## src/rtl/mem_port_arbiter_pkg.sv

```systemverilog
// Shared types and defaults for the single-port memory arbiter.
// Imported by the interface, the latency counter and the top.
package mem_port_arbiter_pkg;

  localparam int ARB_ADDR_W  = 16;
  localparam int ARB_DATA_W  = 16;
  localparam int ARB_MEM_LAT = 2;
  localparam int ARB_CNT_W   = 3;

  typedef enum logic [1:0] {
    IDLE,
    BUSY_IF,
    BUSY_DM,
    DONE
  } arb_state_e;

endpackage

```

## src/rtl/mem_port_arbiter_if.sv

```systemverilog
// Fetch, data and memory-side bundle of the arbiter.
// master = requesters and memory, slave = arbiter.
interface mem_port_arbiter_if
  import mem_port_arbiter_pkg::*;
#(
  parameter int ADDR_WIDTH = ARB_ADDR_W,
  parameter int DATA_WIDTH = ARB_DATA_W
) ();

  logic                  if_req;
  logic [ADDR_WIDTH-1:0] if_addr;
  logic                  if_cancel;
  logic                  if_ack;
  logic [DATA_WIDTH-1:0] if_rdata;

  logic                  dm_req;
  logic                  dm_we;
  logic [ADDR_WIDTH-1:0] dm_addr;
  logic [DATA_WIDTH-1:0] dm_wdata;
  logic                  dm_ack;
  logic [DATA_WIDTH-1:0] dm_rdata;

  logic                  mem_en;
  logic                  mem_we;
  logic [ADDR_WIDTH-1:0] mem_addr;
  logic [DATA_WIDTH-1:0] mem_wdata;
  logic [DATA_WIDTH-1:0] mem_rdata;

  logic                  stop;

  modport master (
    output if_req, if_addr, if_cancel,
    output dm_req, dm_we, dm_addr, dm_wdata,
    output mem_rdata,
    input  if_ack, if_rdata,
    input  dm_ack, dm_rdata,
    input  mem_en, mem_we, mem_addr, mem_wdata,
    input  stop
  );

  modport slave (
    input  if_req, if_addr, if_cancel,
    input  dm_req, dm_we, dm_addr, dm_wdata,
    input  mem_rdata,
    output if_ack, if_rdata,
    output dm_ack, dm_rdata,
    output mem_en, mem_we, mem_addr, mem_wdata,
    output stop
  );

endinterface

```

## src/rtl/mem_port_arbiter_lat_counter.sv

```systemverilog
// Memory latency counter: cleared at grant, counts BUSY cycles,
// flags done once it reaches MEM_LAT and then holds.
module arb_lat_counter
  import mem_port_arbiter_pkg::*;
#(
  parameter int MEM_LAT = ARB_MEM_LAT
) (
  input  logic clk,
  input  logic rst,
  input  logic clr_i,
  input  logic en_i,
  output logic done_o
);

  logic [ARB_CNT_W-1:0] cnt_q;
  logic [ARB_CNT_W-1:0] cnt_d;

  assign done_o = (cnt_q == ARB_CNT_W'(MEM_LAT));

  always_comb begin
    cnt_d = cnt_q;
    if (clr_i)
      cnt_d = '0;
    else if (en_i && !done_o)
      cnt_d = cnt_q + ARB_CNT_W'(1);
  end

  always_ff @(posedge clk or posedge rst) begin
    if (rst) cnt_q <= '0;
    else     cnt_q <= cnt_d;
  end

endmodule

```

## src/rtl/mem_port_arbiter.sv

```systemverilog
// Arbitrates fetch and MEM-stage requests onto one memory port,
// DM-first with alternation when both keep requesting.
module mem_port_arbiter
  import mem_port_arbiter_pkg::*;
#(
  parameter int ADDR_WIDTH = ARB_ADDR_W,
  parameter int DATA_WIDTH = ARB_DATA_W,
  parameter int MEM_LAT    = ARB_MEM_LAT
) (
  input logic               clk,
  input logic               rst,
  mem_port_arbiter_if.slave bus
);

  arb_state_e            state_q;
  logic                  last_dm_q;
  logic                  cancel_q;
  logic                  we_q;
  logic                  mem_en_q;
  logic                  mem_we_q;
  logic                  if_ack_q;
  logic                  dm_ack_q;
  logic [ADDR_WIDTH-1:0] addr_q;
  logic [DATA_WIDTH-1:0] wdata_q;
  logic [DATA_WIDTH-1:0] if_rdata_q;
  logic [DATA_WIDTH-1:0] dm_rdata_q;

  logic pick_dm;
  logic pick_if;
  logic grant;
  logic busy;
  logic if_kill;
  logic lat_done;
  logic if_ack_w;

  assign pick_dm = bus.dm_req & ~(bus.if_req & last_dm_q);
  assign pick_if = bus.if_req & ~pick_dm;
  assign grant   = (state_q == IDLE) & (pick_dm | pick_if);
  assign busy    = (state_q == BUSY_IF) | (state_q == BUSY_DM);
  assign if_kill = cancel_q | bus.if_cancel;

  arb_lat_counter #(
    .MEM_LAT (MEM_LAT)
  ) u_lat (
    .clk    (clk),
    .rst    (rst),
    .clr_i  (grant),
    .en_i   (busy),
    .done_o (lat_done)
  );

  always_ff @(posedge clk or posedge rst) begin
    if (rst) begin
      state_q    <= IDLE;
      last_dm_q  <= 1'b0;
      cancel_q   <= 1'b0;
      we_q       <= 1'b0;
      mem_en_q   <= 1'b0;
      mem_we_q   <= 1'b0;
      if_ack_q   <= 1'b0;
      dm_ack_q   <= 1'b0;
      addr_q     <= '0;
      wdata_q    <= '0;
      if_rdata_q <= '0;
      dm_rdata_q <= '0;
    end else begin
      mem_en_q <= 1'b0;
      mem_we_q <= 1'b0;
      if_ack_q <= 1'b0;
      dm_ack_q <= 1'b0;
      unique case (state_q)
        IDLE: begin
          if (grant) begin
            state_q   <= pick_dm ? BUSY_DM : BUSY_IF;
            last_dm_q <= pick_dm;
            addr_q    <= pick_dm ? bus.dm_addr : bus.if_addr;
            wdata_q   <= pick_dm ? bus.dm_wdata : '0;
            we_q      <= pick_dm & bus.dm_we;
            mem_en_q  <= 1'b1;
            mem_we_q  <= pick_dm & bus.dm_we;
          end
        end
        BUSY_IF: begin
          if (bus.if_cancel) cancel_q <= 1'b1;
          if (lat_done) begin
            state_q <= DONE;
            if (!if_kill) begin
              if_ack_q   <= 1'b1;
              if_rdata_q <= bus.mem_rdata;
            end
          end
        end
        BUSY_DM: begin
          if (lat_done) begin
            state_q  <= DONE;
            dm_ack_q <= 1'b1;
            if (!we_q) dm_rdata_q <= bus.mem_rdata;
          end
        end
        DONE: begin
          state_q  <= IDLE;
          cancel_q <= 1'b0;
        end
        default: state_q <= IDLE;
      endcase
    end
  end

  // A redirect landing in the IF ack cycle still kills that ack.
  assign if_ack_w      = if_ack_q & ~bus.if_cancel;

  assign bus.if_ack    = if_ack_w;
  assign bus.if_rdata  = if_rdata_q;
  assign bus.dm_ack    = dm_ack_q;
  assign bus.dm_rdata  = dm_rdata_q;
  assign bus.mem_en    = mem_en_q;
  assign bus.mem_we    = mem_we_q;
  assign bus.mem_addr  = addr_q;
  assign bus.mem_wdata = wdata_q;
  assign bus.stop      = (bus.if_req & ~if_ack_w)
                       | (bus.dm_req & ~dm_ack_q);

endmodule

```

## src/flat_wrapper.sv

```systemverilog
// flat-port wrapper written by rule: the top's interface ports become plain ports
module mem_port_arbiter_flat import mem_port_arbiter_pkg::*;
#(
  parameter int ADDR_WIDTH = ARB_ADDR_W,
  parameter int DATA_WIDTH = ARB_DATA_W,
  parameter int MEM_LAT    = ARB_MEM_LAT
)
  (clk, rst, bus_if_req, bus_if_addr, bus_if_cancel, bus_dm_req, bus_dm_we, bus_dm_addr, bus_dm_wdata, bus_mem_rdata, bus_if_ack, bus_if_rdata, bus_dm_ack, bus_dm_rdata, bus_mem_en, bus_mem_we, bus_mem_addr, bus_mem_wdata, bus_stop);
  mem_port_arbiter_if #(.ADDR_WIDTH(ADDR_WIDTH), .DATA_WIDTH(DATA_WIDTH)) bus_i ();
  input logic clk;
  input logic rst;
  input wire logic [$bits(bus_i.if_req)-1:0] bus_if_req;
  input wire logic [$bits(bus_i.if_addr)-1:0] bus_if_addr;
  input wire logic [$bits(bus_i.if_cancel)-1:0] bus_if_cancel;
  input wire logic [$bits(bus_i.dm_req)-1:0] bus_dm_req;
  input wire logic [$bits(bus_i.dm_we)-1:0] bus_dm_we;
  input wire logic [$bits(bus_i.dm_addr)-1:0] bus_dm_addr;
  input wire logic [$bits(bus_i.dm_wdata)-1:0] bus_dm_wdata;
  input wire logic [$bits(bus_i.mem_rdata)-1:0] bus_mem_rdata;
  output wire logic [$bits(bus_i.if_ack)-1:0] bus_if_ack;
  output wire logic [$bits(bus_i.if_rdata)-1:0] bus_if_rdata;
  output wire logic [$bits(bus_i.dm_ack)-1:0] bus_dm_ack;
  output wire logic [$bits(bus_i.dm_rdata)-1:0] bus_dm_rdata;
  output wire logic [$bits(bus_i.mem_en)-1:0] bus_mem_en;
  output wire logic [$bits(bus_i.mem_we)-1:0] bus_mem_we;
  output wire logic [$bits(bus_i.mem_addr)-1:0] bus_mem_addr;
  output wire logic [$bits(bus_i.mem_wdata)-1:0] bus_mem_wdata;
  output wire logic [$bits(bus_i.stop)-1:0] bus_stop;
  assign bus_i.if_req = bus_if_req;
  assign bus_i.if_addr = bus_if_addr;
  assign bus_i.if_cancel = bus_if_cancel;
  assign bus_i.dm_req = bus_dm_req;
  assign bus_i.dm_we = bus_dm_we;
  assign bus_i.dm_addr = bus_dm_addr;
  assign bus_i.dm_wdata = bus_dm_wdata;
  assign bus_i.mem_rdata = bus_mem_rdata;
  assign bus_if_ack = bus_i.if_ack;
  assign bus_if_rdata = bus_i.if_rdata;
  assign bus_dm_ack = bus_i.dm_ack;
  assign bus_dm_rdata = bus_i.dm_rdata;
  assign bus_mem_en = bus_i.mem_en;
  assign bus_mem_we = bus_i.mem_we;
  assign bus_mem_addr = bus_i.mem_addr;
  assign bus_mem_wdata = bus_i.mem_wdata;
  assign bus_stop = bus_i.stop;
  mem_port_arbiter #(.ADDR_WIDTH(ADDR_WIDTH), .DATA_WIDTH(DATA_WIDTH), .MEM_LAT(MEM_LAT)) u_core (.clk(clk), .rst(rst), .bus(bus_i));
endmodule
```

## config.mk

```make
export PLATFORM = sky130hd
export DESIGN_NAME = mem_port_arbiter_flat
export DESIGN_NICKNAME = d
export VERILOG_FILES = /design/src/rtl/mem_port_arbiter_pkg.sv /design/src/rtl/mem_port_arbiter_if.sv /design/src/rtl/mem_port_arbiter_lat_counter.sv /design/src/rtl/mem_port_arbiter.sv /design/src/flat_wrapper.sv
export SDC_FILE = /design/constraint.sdc
export NUM_CORES = 1
export LEC_CHECK = 0
export CORE_MARGIN = 1.5
export CORE_UTILIZATION = 38
export DETAILED_ROUTE_END_ITERATION = 6
export HOLD_SLACK_MARGIN = 0.1
export PLACE_DENSITY = 0.74
export SLEW_MARGIN = 20
export SYNTH_ARGS = -nofsm -noshare
export SYNTH_HDL_FRONTEND = slang
export SYNTH_SLANG_ARGS = --single-unit
export TNS_END_PERCENT = 1
```

## constraint.sdc

```tcl
create_clock -name clk -period 2.8 [get_ports clk]
set_input_delay 0.56 -clock clk [delete_from_list [all_inputs] [get_ports clk]]
set_output_delay 0.56 -clock clk [all_outputs]
set_load 0.05 [all_outputs]
```

==> impl_results.md <==
* Status: finished, final reports clean
* TritonCTS Buffers at 9
* Mux cell area share after synthesis at 0.1283
* Fin crit period at 2160 ps
* Post-CTS Setup Bufs at 0
* DRC Markers at 0
* Vias in the first global route at 2,577
* Final worst slack at 639.8 ps
* Worst EP required at 2240 ps
* Num rows at 33
* CP endpoint kind: output pin
* EDFF count, synth at 0
* Largest family of logic cells by synthesized area: compound AO/OA/AOI/OAI gates
* Post-route ant nets at 0
* Slowest stage delay, CP at 540 ps
* Main area contributors after synthesis: dfrtp_1, mux2_2, a21oi_1, a22o_1, mux2_4
* Max Slew Vio Count at 0
* Simple-gate share of the synthesized area at 0.07029
* Area Overhead vs Synth at 53.38%
* Total Wirelength at 7.494 mm
* Setup TNS at 0 ps
* First drt pass iteration count at 4
* CTS tree: yes
* Worst Path Arrival at 1600 ps
* Vias per inst at 4.876
* Worst slack at placement at 638.5 ps
* Full die area at 0.008846 mm^2
* Total GRT Usage at 0.1785
* Placed Instances at 484
* Power Dens Cells at 1378 mW/mm^2
* First-pass GRT wire length at 12.23 mm
* Flop and latch count out of synthesis at 76
* Routing usage on met3 at 0.06715
* Die Ht at 94.06 um
* Pleak at 2.119 nW
* Largest net degree at the start of global routing at 60
* Cell count after synthesis at 250
* Maxcap violations at 0
* CP Launch Type: primary input
* Max Freq at 462.9 MHz
* Worst clock skew at 11.26 ps
* Met1 usage in global routing at 0.2211
* Finished Core Util at 0.5941
* Met2 usage at 0.2850
* Antenna violations before repair at 0
* CP delay by family, top: buffers and inverters
* FFs w/ async S/R, synth at 1.000
* Longest Clk Path Bufs at 2
* Total grt overflow at 0
* Post-Synth XOR/XNOR Area at 0
* Clock Sinks at 76
* Worst Path Buf+Inv at 3
* Reg clk slew, reported paths at 80 ps
* Syn Std Cell Area at 0.003151 mm^2
* Post-CTS Hold Buffers at 0
* Worst hold path type: primary input to async pin
* Critical-path cell list: clkdlybuf4s50_1 > inv_1 > o22ai_1 > buf_12
* PortBufs at 138
* Horiz. Die Dim at 94.06 um
* WL/cell at 15.02 um
* Reg area at 0.001902 mm^2
* Total core area at 0.008134 mm^2
* Worst vdd ir at 0.0009135 V
* RSZ-0062 raised after global routing: false
* Htree depth at 3
* Cell taking the most area after synthesis: dfrtp_1
* Final setup violation count at 0
* Unique masters post-synth at 32
* Synthesized area per cell at 12.60 um^2
* Slowest-stage cell, CP: clkdlybuf4s50_1
* Placed wire-length estimate at 5.315 mm
* Hold Fails Final Rpt at 0
* Synthesized Nets at 326
* Sequential element share of the synthesized area at 0.6037
* Slew @ Worst Pin at 597.2 ps
* Post-synthesis compound-gate area fraction at 0.1338
* CP Max Fanout at 4
* Final worst path period share at 0.7715
* Iteration-0 DRC Markers at 57
* Slew margin rel. at 0.6019
* Root Buffer: clkbuf_8
* Layout cells sized above 1 at 0.1523
* Initial Util at 0.3873
* RD Place Congestion at 0.7238
* Routed via count at 2,433
* Ports at 139
* Post-CTS Resized at 0
* Antenna Cells at 0
* Top FF cell, synth: dfrtp_1
* FILL cells at 654
* Area share of fa/ha/maj cells after synthesis at 0.02383
* Fin cells at 499
* Crit path kind: primary input to output pin
* Worst skew pair latency at 340 ps
* Ys Warns at 0
* Yosys top cell area share at 0.6037
* Layer with the highest usage: met2
* Area of the multi-input gates at 0.001126 mm^2
* Nets at 466
* WHS at 486.7 ps
worst register-to-register path, delay by kind of cell, from the launching register on:
kind          cells  cell delay (ps)
mux               1              380
buf+inv           2              400
simple gates      2              290
fa+ha+maj         1              200
flops             1              390
layer usage:
| metal | wire length (um) | part of all wire |
|---|---|---|
| met2 | 3485 | 0.47 |
| met5 | 0 | 0 |
| met1 | 3234 | 0.43 |
| met4 | 95 | 0.013 |
| met3 | 678 | 0.090 |
per-stage QoR:
stage,cell area (um^2),power (mW)
6_report,4832,6.657
5_1_grt,4832,7.018
4_1_cts,4832,6.725
3_5_place_dp,4641,5.873
3_3_place_gp,4641,5.809
2_1_floorplan,3151,4.586
worst paths after layout:
check	depth (start not counted)	end	slack, ps	startpoint
min in group clk	1	u_core.bus.mem_wdata[5]	510	u_core.bus.mem_wdata[5]
worst min-delay path	2	u_core.bus.mem_wdata[8]	490	rst
worst max-delay path	4	bus_stop	640	bus_dm_req
max in group asynchronous	3	u_core.bus.dm_rdata[4]	1710	rst
worst min register to register	1	u_core.bus.mem_wdata[5]	510	u_core.bus.mem_wdata[5]
worst max register to register	6	u_core.bus.if_rdata[9]	1030	u_core.u_lat.cnt_q[0]
where the power goes:
| part | internal (mW) | total (mW) | switching [mW] | leakage [nW] |
|---|---|---|---|---|
| combinational | 1.46 | 3.92 | 2.46 | 1.09 |
| sequential | 1.63 | 1.92 | 0.296 | 0.935 |
| clock | 0.430 | 0.818 | 0.388 | 0.0914 |
| total | 3.51 | 6.66 | 3.14 | 2.12 |
registers in the layout, summed over array words and instances (netlist names):
| signal | flops |
|---|---|
| u_core.bus.dm_rdata | 16 |
| u_core.bus.if_rdata | 16 |
| u_core.bus.mem_addr | 16 |
| u_core.bus.mem_wdata | 16 |
| u_core.u_lat.cnt_q | 3 |
| u_core.state_q | 2 |
| u_core.bus.dm_ack | 1 |
| u_core.bus.mem_en | 1 |
| u_core.bus.mem_we | 1 |
| u_core.cancel_q | 1 |
| u_core.if_ack_q | 1 |
| u_core.last_dm_q | 1 |
| u_core.we_q | 1 |
placed cells by master (no fill, tap or decap), types with 2 or more instances in the layout:
cell type / synthesis / final
nor2_1: 19 / 19
ha_1: 6 / 6
clkbuf_8: 0 / 10
clkinv_2: 0 / 2
a211oi_1: 2 / 2
nor3_4: 2 / 2
buf_12: 1 / 2
a21oi_1: 35 / 35
mux2_2: 23 / 23
nand2_1: 18 / 18
inv_1: 9 / 8
a22o_1: 16 / 16
clkinvlp_4: 0 / 2
clkdlybuf4s50_1: 0 / 136
mux2_4: 9 / 9
dfrtp_1: 76 / 76
and2_1: 2 / 2
o22ai_1: 2 / 2
buf_4: 1 / 6
a21o_1: 3 / 3
area by class of cell:
type | count | share of cell area
sequential | 76 | 0.3936
timing repair buffer | 144 | 0.2993
multi-input combinational | 150 | 0.2330
clock buffer | 11 | 0.02926
tap | 105 | 0.02719
clock inverter | 4 | 0.01036
inverter | 9 | 0.007250
synthesized netlist by cell type (2+ instances only):
cell,n
inv_1,9
clkbuf_1,5
mux2_4,9
a21o_1,3
ha_1,6
nand2_1,18
nor3_4,2
o22ai_1,2
a22o_1,16
a21oi_1,35
a211oi_1,2
nor2_1,19
and2_1,2
dfrtp_1,76
mux2_2,23
buf_2,7
logic make-up (layout without fill, tap and decap cells):
| logic type | count (synthesis) | after routing |
|---|---|---|
| adders and majority gates | 6 | 6 |
| buffers and inverters | 24 | 168 |
| and+or+nand+nor | 46 | 46 |
| AOI/OAI and AO/OA | 65 | 65 |
| DFF | 76 | 76 |
| muxes | 33 | 33 |
(Power assumes the default switching activity.)
